===== config.mk =====
export PLATFORM = sky130hd
export DESIGN_NAME = hyper_boot_cfg
export DESIGN_NICKNAME = d
export VERILOG_FILES = /design/src/rtl/hyper_boot_cfg.sv
export SDC_FILE = /design/constraint.sdc
export NUM_CORES = 1
export LEC_CHECK = 0
export CAP_MARGIN = 25
export CORE_MARGIN = 2
export CORE_UTILIZATION = 32
export DETAILED_ROUTE_END_ITERATION = 6
export GPL_TIMING_DRIVEN = 0
export HOLD_SLACK_MARGIN = 0.03
export PLACE_DENSITY = 0.87
export SYNTH_ARGS = -nofsm -noshare
export SYNTH_HDL_FRONTEND = slang
export SYNTH_SLANG_ARGS = --single-unit

===== constraint.sdc =====
create_clock -name clk -period 1.9 [get_ports clk]
set_input_delay 0.285 -clock clk [delete_from_list [all_inputs] [get_ports clk]]
set_output_delay 0.285 -clock clk [all_outputs]
set_load 0.005 [all_outputs]

===== src/rtl/hyper_boot_cfg.sv =====
// -----------------------------------------------------------------------------
// hyper_boot_cfg
//   Power-up boot sequencer for a HyperBus memory device. After a fixed
//   power-up wait it enables the device supply through a register-bus write,
//   programs the device CFG0 register over an AXI-style write channel, turns
//   the supply-enable register back off, and then opens the gate for normal
//   traffic. Any bus fault ends the sequence in a terminal error state.
//
//   Optional feature macro: HYPER_BOOT_CFG_RETRY_EN
//     When defined, a fault restarts the sequence at REG_ON (skipping the
//     power-up wait), up to 3 retries; the 4th fault is terminal. The retry
//     counter clears only on reset.
//
// Ports
//   clk            clock
//   rst_n          asynchronous reset, active-high (name kept from the codebase)
//   reg_*          register bus: addr/write/wdata/wstrb/valid out, ready/error in
//   aw_*           write address channel: addr/valid out, ready in
//   w_*            write data channel: data/strb/valid out, ready in
//   b_*            write response channel: resp/valid in, ready out
//   traffic_en_o   gate for normal traffic (high only once sequence is done)
//   done_o         sequence completed (registered)
//   err_o          sequence failed (registered)
// -----------------------------------------------------------------------------
module hyper_boot_cfg #(
    parameter int unsigned           WAIT_CYCLES = 16,
    parameter int unsigned           REG_AW      = 8,
    parameter int unsigned           AXI_AW      = 32,
    parameter logic [AXI_AW-1:0]     CFG_ADDR    = 32'h8000_1000,
    parameter logic [15:0]           CFG0_VAL    = 16'h8F17
) (
    input  logic              clk,
    input  logic              rst_n,
    output logic [REG_AW-1:0] reg_addr_o,
    output logic              reg_write_o,
    output logic [31:0]       reg_wdata_o,
    output logic [3:0]        reg_wstrb_o,
    output logic              reg_valid_o,
    input  logic              reg_ready_i,
    input  logic              reg_error_i,
    output logic [AXI_AW-1:0] aw_addr_o,
    output logic              aw_valid_o,
    input  logic              aw_ready_i,
    output logic [31:0]       w_data_o,
    output logic [3:0]        w_strb_o,
    output logic              w_valid_o,
    input  logic              w_ready_i,
    input  logic [1:0]        b_resp_i,
    input  logic              b_valid_i,
    output logic              b_ready_o,
    output logic              traffic_en_o,
    output logic              done_o,
    output logic              err_o
);

    localparam int unsigned       CNT_W     = (WAIT_CYCLES > 1) ? $clog2(WAIT_CYCLES) : 1;
    localparam logic [CNT_W-1:0]  WAIT_LAST = CNT_W'(WAIT_CYCLES - 1);
    localparam logic [REG_AW-1:0] PWR_REG   = REG_AW'(8'h1C);

    typedef enum logic [2:0] {
        S_WAIT,
        S_REG_ON,
        S_CFG_AW_W,
        S_CFG_B,
        S_REG_OFF,
        S_DONE,
        S_ERROR
    } state_t;

    state_t           state, state_next;
    logic [CNT_W-1:0] wait_cnt;
    logic             aw_done, w_done;
    logic             done_q, err_q;
    logic             fault;

`ifdef HYPER_BOOT_CFG_RETRY_EN
    logic [1:0]       retry_cnt;
`endif

    // Next state and Moore outputs. Payloads depend only on state, so they
    // cannot change while a valid is held.
    always_comb begin
        state_next  = state;
        fault       = 1'b0;
        reg_addr_o  = '0;
        reg_write_o = 1'b0;
        reg_wdata_o = '0;
        reg_wstrb_o = '0;
        reg_valid_o = 1'b0;
        aw_addr_o   = '0;
        aw_valid_o  = 1'b0;
        w_data_o    = '0;
        w_strb_o    = '0;
        w_valid_o   = 1'b0;
        b_ready_o   = 1'b0;

        case (state)
            S_WAIT: begin
                if (wait_cnt == WAIT_LAST) state_next = S_REG_ON;
            end
            S_REG_ON, S_REG_OFF: begin
                reg_valid_o = 1'b1;
                reg_write_o = 1'b1;
                reg_addr_o  = PWR_REG;
                reg_wdata_o = (state == S_REG_ON) ? 32'h1 : 32'h0;
                reg_wstrb_o = 4'hF;
                if (reg_ready_i) begin
                    if (reg_error_i) fault = 1'b1;
                    else state_next = (state == S_REG_ON) ? S_CFG_AW_W : S_DONE;
                end
            end
            S_CFG_AW_W: begin
                aw_addr_o  = CFG_ADDR;
                w_data_o   = {CFG0_VAL, CFG0_VAL};
                w_strb_o   = 4'hF;
                aw_valid_o = !aw_done;
                w_valid_o  = !w_done;
                // Each channel completes either earlier (done flag) or now.
                if ((aw_done || aw_ready_i) && (w_done || w_ready_i))
                    state_next = S_CFG_B;
            end
            S_CFG_B: begin
                b_ready_o = 1'b1;
                if (b_valid_i) begin
                    if (b_resp_i == 2'b00) state_next = S_REG_OFF;
                    else fault = 1'b1;
                end
            end
            S_DONE:  state_next = S_DONE;
            S_ERROR: state_next = S_ERROR;
            default: state_next = S_ERROR;
        endcase

`ifdef HYPER_BOOT_CFG_RETRY_EN
        if (fault) state_next = (retry_cnt == 2'd3) ? S_ERROR : S_REG_ON;
`else
        if (fault) state_next = S_ERROR;
`endif
    end

    always_ff @(posedge clk or posedge rst_n) begin
        if (rst_n) begin
            state    <= S_WAIT;
            wait_cnt <= '0;
            aw_done  <= 1'b0;
            w_done   <= 1'b0;
            done_q   <= 1'b0;
            err_q    <= 1'b0;
        end else begin
            state <= state_next;
            if (state == S_WAIT && state_next == S_WAIT) wait_cnt <= wait_cnt + 1'b1;
            else                                         wait_cnt <= '0;
            // Done flags live only while the write phase is in progress.
            if (state == S_CFG_AW_W && state_next == S_CFG_AW_W) begin
                aw_done <= aw_done | aw_ready_i;
                w_done  <= w_done  | w_ready_i;
            end else begin
                aw_done <= 1'b0;
                w_done  <= 1'b0;
            end
            done_q <= (state_next == S_DONE);
            err_q  <= (state_next == S_ERROR);
        end
    end

`ifdef HYPER_BOOT_CFG_RETRY_EN
    always_ff @(posedge clk or posedge rst_n) begin
        if (rst_n)                              retry_cnt <= '0;
        else if (fault && retry_cnt != 2'd3)    retry_cnt <= retry_cnt + 2'd1;
    end
`endif

    assign done_o       = done_q;
    assign traffic_en_o = done_q;
    assign err_o        = err_q;

endmodule


==> impl_metrics.py <==
metrics = {
    "worst_setup_path": {
        "cp-end-kind": "primary output",
        "cp_common_cell": "buf_4",
        "path_max_fanout": 5,
        "slowest_stage": "dfrtp_1",
        "r2r_cells": 6,
        "slowest_delay_ns": 0.37,
        "path_buf_inv": 5,
        "reg2reg_setup_slack_ns": 0.57,
        "path_cells": "buf_6 -> nor2_4 -> nand2_8 -> clkinvlp_4 -> buf_4 -> buf_4 -> dlygate4sd2_1",
        "startpoint_type": "flop",
        "worstReg2RegStart": "state[2]$_DFF_PP0_",
        "path_class": "flop to primary output",
        "rr_endpoint": "state[1]$_DFF_PP0_",
        "required_ns": 1.62,
        "critPathArrivalTime_ns": 1.56,
        "path_delay_family": "buffers and inverters",
    },
    "route": {
        "drt-pass1-iter-count": 4,
        "post_drt_wl_per_cell_um": 8.55,
        "vias": 1247,
        "viasPerCell": 3.29,
        "drc": 0,
        "wl_um": 3240,
        "ant_nets": 0,
        "drt_iter0_markers": 26,
    },
    "logic_synthesis": {
        "muxShareOfSynthArea": 0.00700,
        "synth_fa_ha_area_frac": 0.00875,
        "ys_types": 30,
        "ys_seq_area_frac": 0.192,
        "synth-compound-area-share": 0.0455,
        "synth.cell_area_um2": 1430,
        "yosys.area.top_type": "buf_4",
        "yosysTopAreaCellShare": 0.588,
        "ys_top_cells_by_area": "buf_4, dfrtp_1, nor2_1",
        "synthCells": 175,
        "synth_xor_area_frac": 0.0184,
        "avgSynthCellArea_um2": 8.17,
        "yosys.area_share.simple": 0.113,
        "yosys_warnings": 0,
        "synth_top_family_by_area": "buffers and inverters",
        "ys_seq_elements": 11,
    },
    "place": {
        "hpwl_um": 2440,
        "io_buffer_count": 48,
        "placed_area_um2": 2270,
        "place_congestion": 0.689,
    },
    "sta": {
        "rsz0062_at_grt": "false",
        "skew_ns": 0.00414,
        "max_freq_mhz": 543,
        "drv_slew": 0,
        "finalSetupViolCount": 0,
        "hold_viol": 0,
        "finalCriticalPeriod_ns": 1.84,
        "whs_ns": 0.341,
        "finalCritPeriodShare": 0.969,
        "tns_ns": 0,
    },
    "clock_network": {
        "htreeDepth": 1,
        "cts_tree": "yes",
        "hold_buffers": 0,
        "cts.sinks": 11,
        "cts_buffer_depth": 2,
        "clock_latency_ns": 0.24,
        "root_buffer": "clkbuf_8",
        "cts_buffers": 3,
        "clkSlewWorstSetupHoldPaths_ns": 0.05,
    },
    "power_and_ir_drop": {
        "design_power_total_w": 0.00215,
        "p_per_area_nw_per_um2": 857,
        "p_leak_nw": 1.59,
        "peakVddDrop_v": 0.000305,
    },
    "grt": {
        "grt_pass1_wl_um": 4730,
        "grt_max_degree": 12,
        "gr-total-overflow": 0,
        "grt-busiest-layer": "met2",
        "met3_usage": 0.0399,
        "antenna_found_initial": 0,
        "met2_usage": 0.248,
        "grt_util_met1": 0.0988,
        "grtUsageTotal": 0.116,
        "grt_pass1_vias": 1072,
    },
    "layout": {
        "n_antenna_cell": 0,
        "final_area_um2": 2510,
        "areaGrowthSynthToFinish_pct": 75.7,
        "drive_above_1_share": 0.486,
        "fin_nets": 338,
    },
    "floorplanning": {
        "die_w_um": 70.9,
        "core_um2": 4320,
        "dieArea_um2": 5020,
        "die_y_um": 70.9,
        "ios": 129,
        "rows": 24,
        "start_util": 0.331,
    },
    "run": {
        "drv_cap": 0,
    },
    "hold_path": {
        "hp-class": "primary input to asynchronous set/reset pin",
    },
    "status": {
        "status": "completed",
    },
}
==> cell type report <==
type                       count  area, um^2
fill                         384        1810
clock buffer                   4        45.0
buffer                       115         875
sequential                    11         275
multi-input combinational    126         632
timing repair inverter         3        21.3
timing repair buffer          66         587
tap                           52        65.1
inverter                       2        12.5
==> layer usage <==
| layer | up-vias | routed length (um) |
|---|---|---|
| met5 | - | 0 |
| met2 | 66 | 1920 |
| met3 | 3 | 372 |
| met1 | 519 | 925 |
| li1 | 659 | - |
| met4 | 0 | 23 |
==> worst max-delay path by stage <==
stage | depth (start not counted) | end | slack (ns) | from
floorplan | 5 | aw_addr_o[31] | 0.43 | state[0]$_DFF_PP0_
CTS | 5 | reg_wdata_o[0] | -0.06 | state[0]$_DFF_PP0_
finish | 7 | w_data_o[18] | 0.06 | state[0]$_DFF_PP0_
detailed placement | 6 | w_data_o[9] | -0.24 | state[0]$_DFF_PP0_
global placement | 6 | w_data_o[27] | -0.20 | state[0]$_DFF_PP0_
global route | 7 | w_data_o[18] | 0.003 | state[0]$_DFF_PP0_
==> sequential cells by signal (all words and copies together) (netlist names) <==
register,flops
w_done,1
aw_done,1
state,3
err_o,1
done_o,1
wait_cnt,4
==> worst reg2reg max path, stage by stage, from the launching register on <==
cell and delay [ns]:
dfrtp_1 0.37, buf_6 0.15, buf_4 0.15, nand2_2 0.06
a31oi_1 0.10, a211oi_2 0.28, o21bai_1 0.15
==> logic make-up after synthesis <==
group	after synthesis
compound gates	9
xor+xnor	3
fa+ha+maj	1
buf+inv	117
flops	11
mux	1
other cells	1
simple gates	32
==> placed cells by master, fill, tap and decap left out, types with 2 or more instances in the layout <==
master and count:
clkdlybuf4s50_1 12, conb_1 80, buf_6 5, nor2b_1 2, xor2_1 2, clkdlybuf4s15_1 3, dlygate4sd2_1 23, nor2b_4 3
a31oi_1 2, clkbuf_8 3, buf_4 136, clkinvlp_4 2, nand2_1 3, nand3_1 3, and2_1 2, nor3_1 2
dfrtp_1 11, nor2_1 9
==> cell usage after synthesis <==
cell type / number
dfrtp_1: 11
nand2_1: 4
a211oi_2: 1
buf_4: 112
o21bai_1: 1
o21ai_0: 1
o211ai_1: 1
and2_1: 2
a31oi_1: 2
a22oi_1: 1
conb_1: 1
and3_1: 1
buf_6: 2
nand2_2: 1
buf_2: 1
inv_1: 1
inv_2: 1
nor2_1: 11
xor2_1: 2
ha_1: 1
o21ai_1: 1
nor3_2: 1
nor3b_1: 1
xnor2_1: 1
nand3_1: 3
a21o_1: 1
mux2i_1: 1
nor3_1: 2
nand4_1: 1
nor2b_1: 5
==> power breakdown <==
part / internal [W] / switching (W) / total, W
sequential: 0.000281 / 0.0000249 / 0.000306
clock: 0.000147 / 0.0000841 / 0.000231
combinational: 0.00102 / 0.000593 / 0.00162
==> what timing repair did <==
item                                   CTS  global route
endpoints found under the hold margin    0             0
setup endpoints to repair               37            14
resized for setup                       49            12
pin swaps                                2             1
gates cloned                             3             0
buffers inserted                        16             2
==> through the flow <==
step,worst slack (ns),instances,util
6_report,0.0589,379,0.581
5_1_grt,0.00256,379,0.581
4_1_cts,-0.0643,377,0.569
3_5_place_dp,-0.242,354,0.525
3_3_place_gp,-0.197,354,0.525
2_1_floorplan,0.429,254,-
Note: power is estimated with default switching activity, not from simulation.
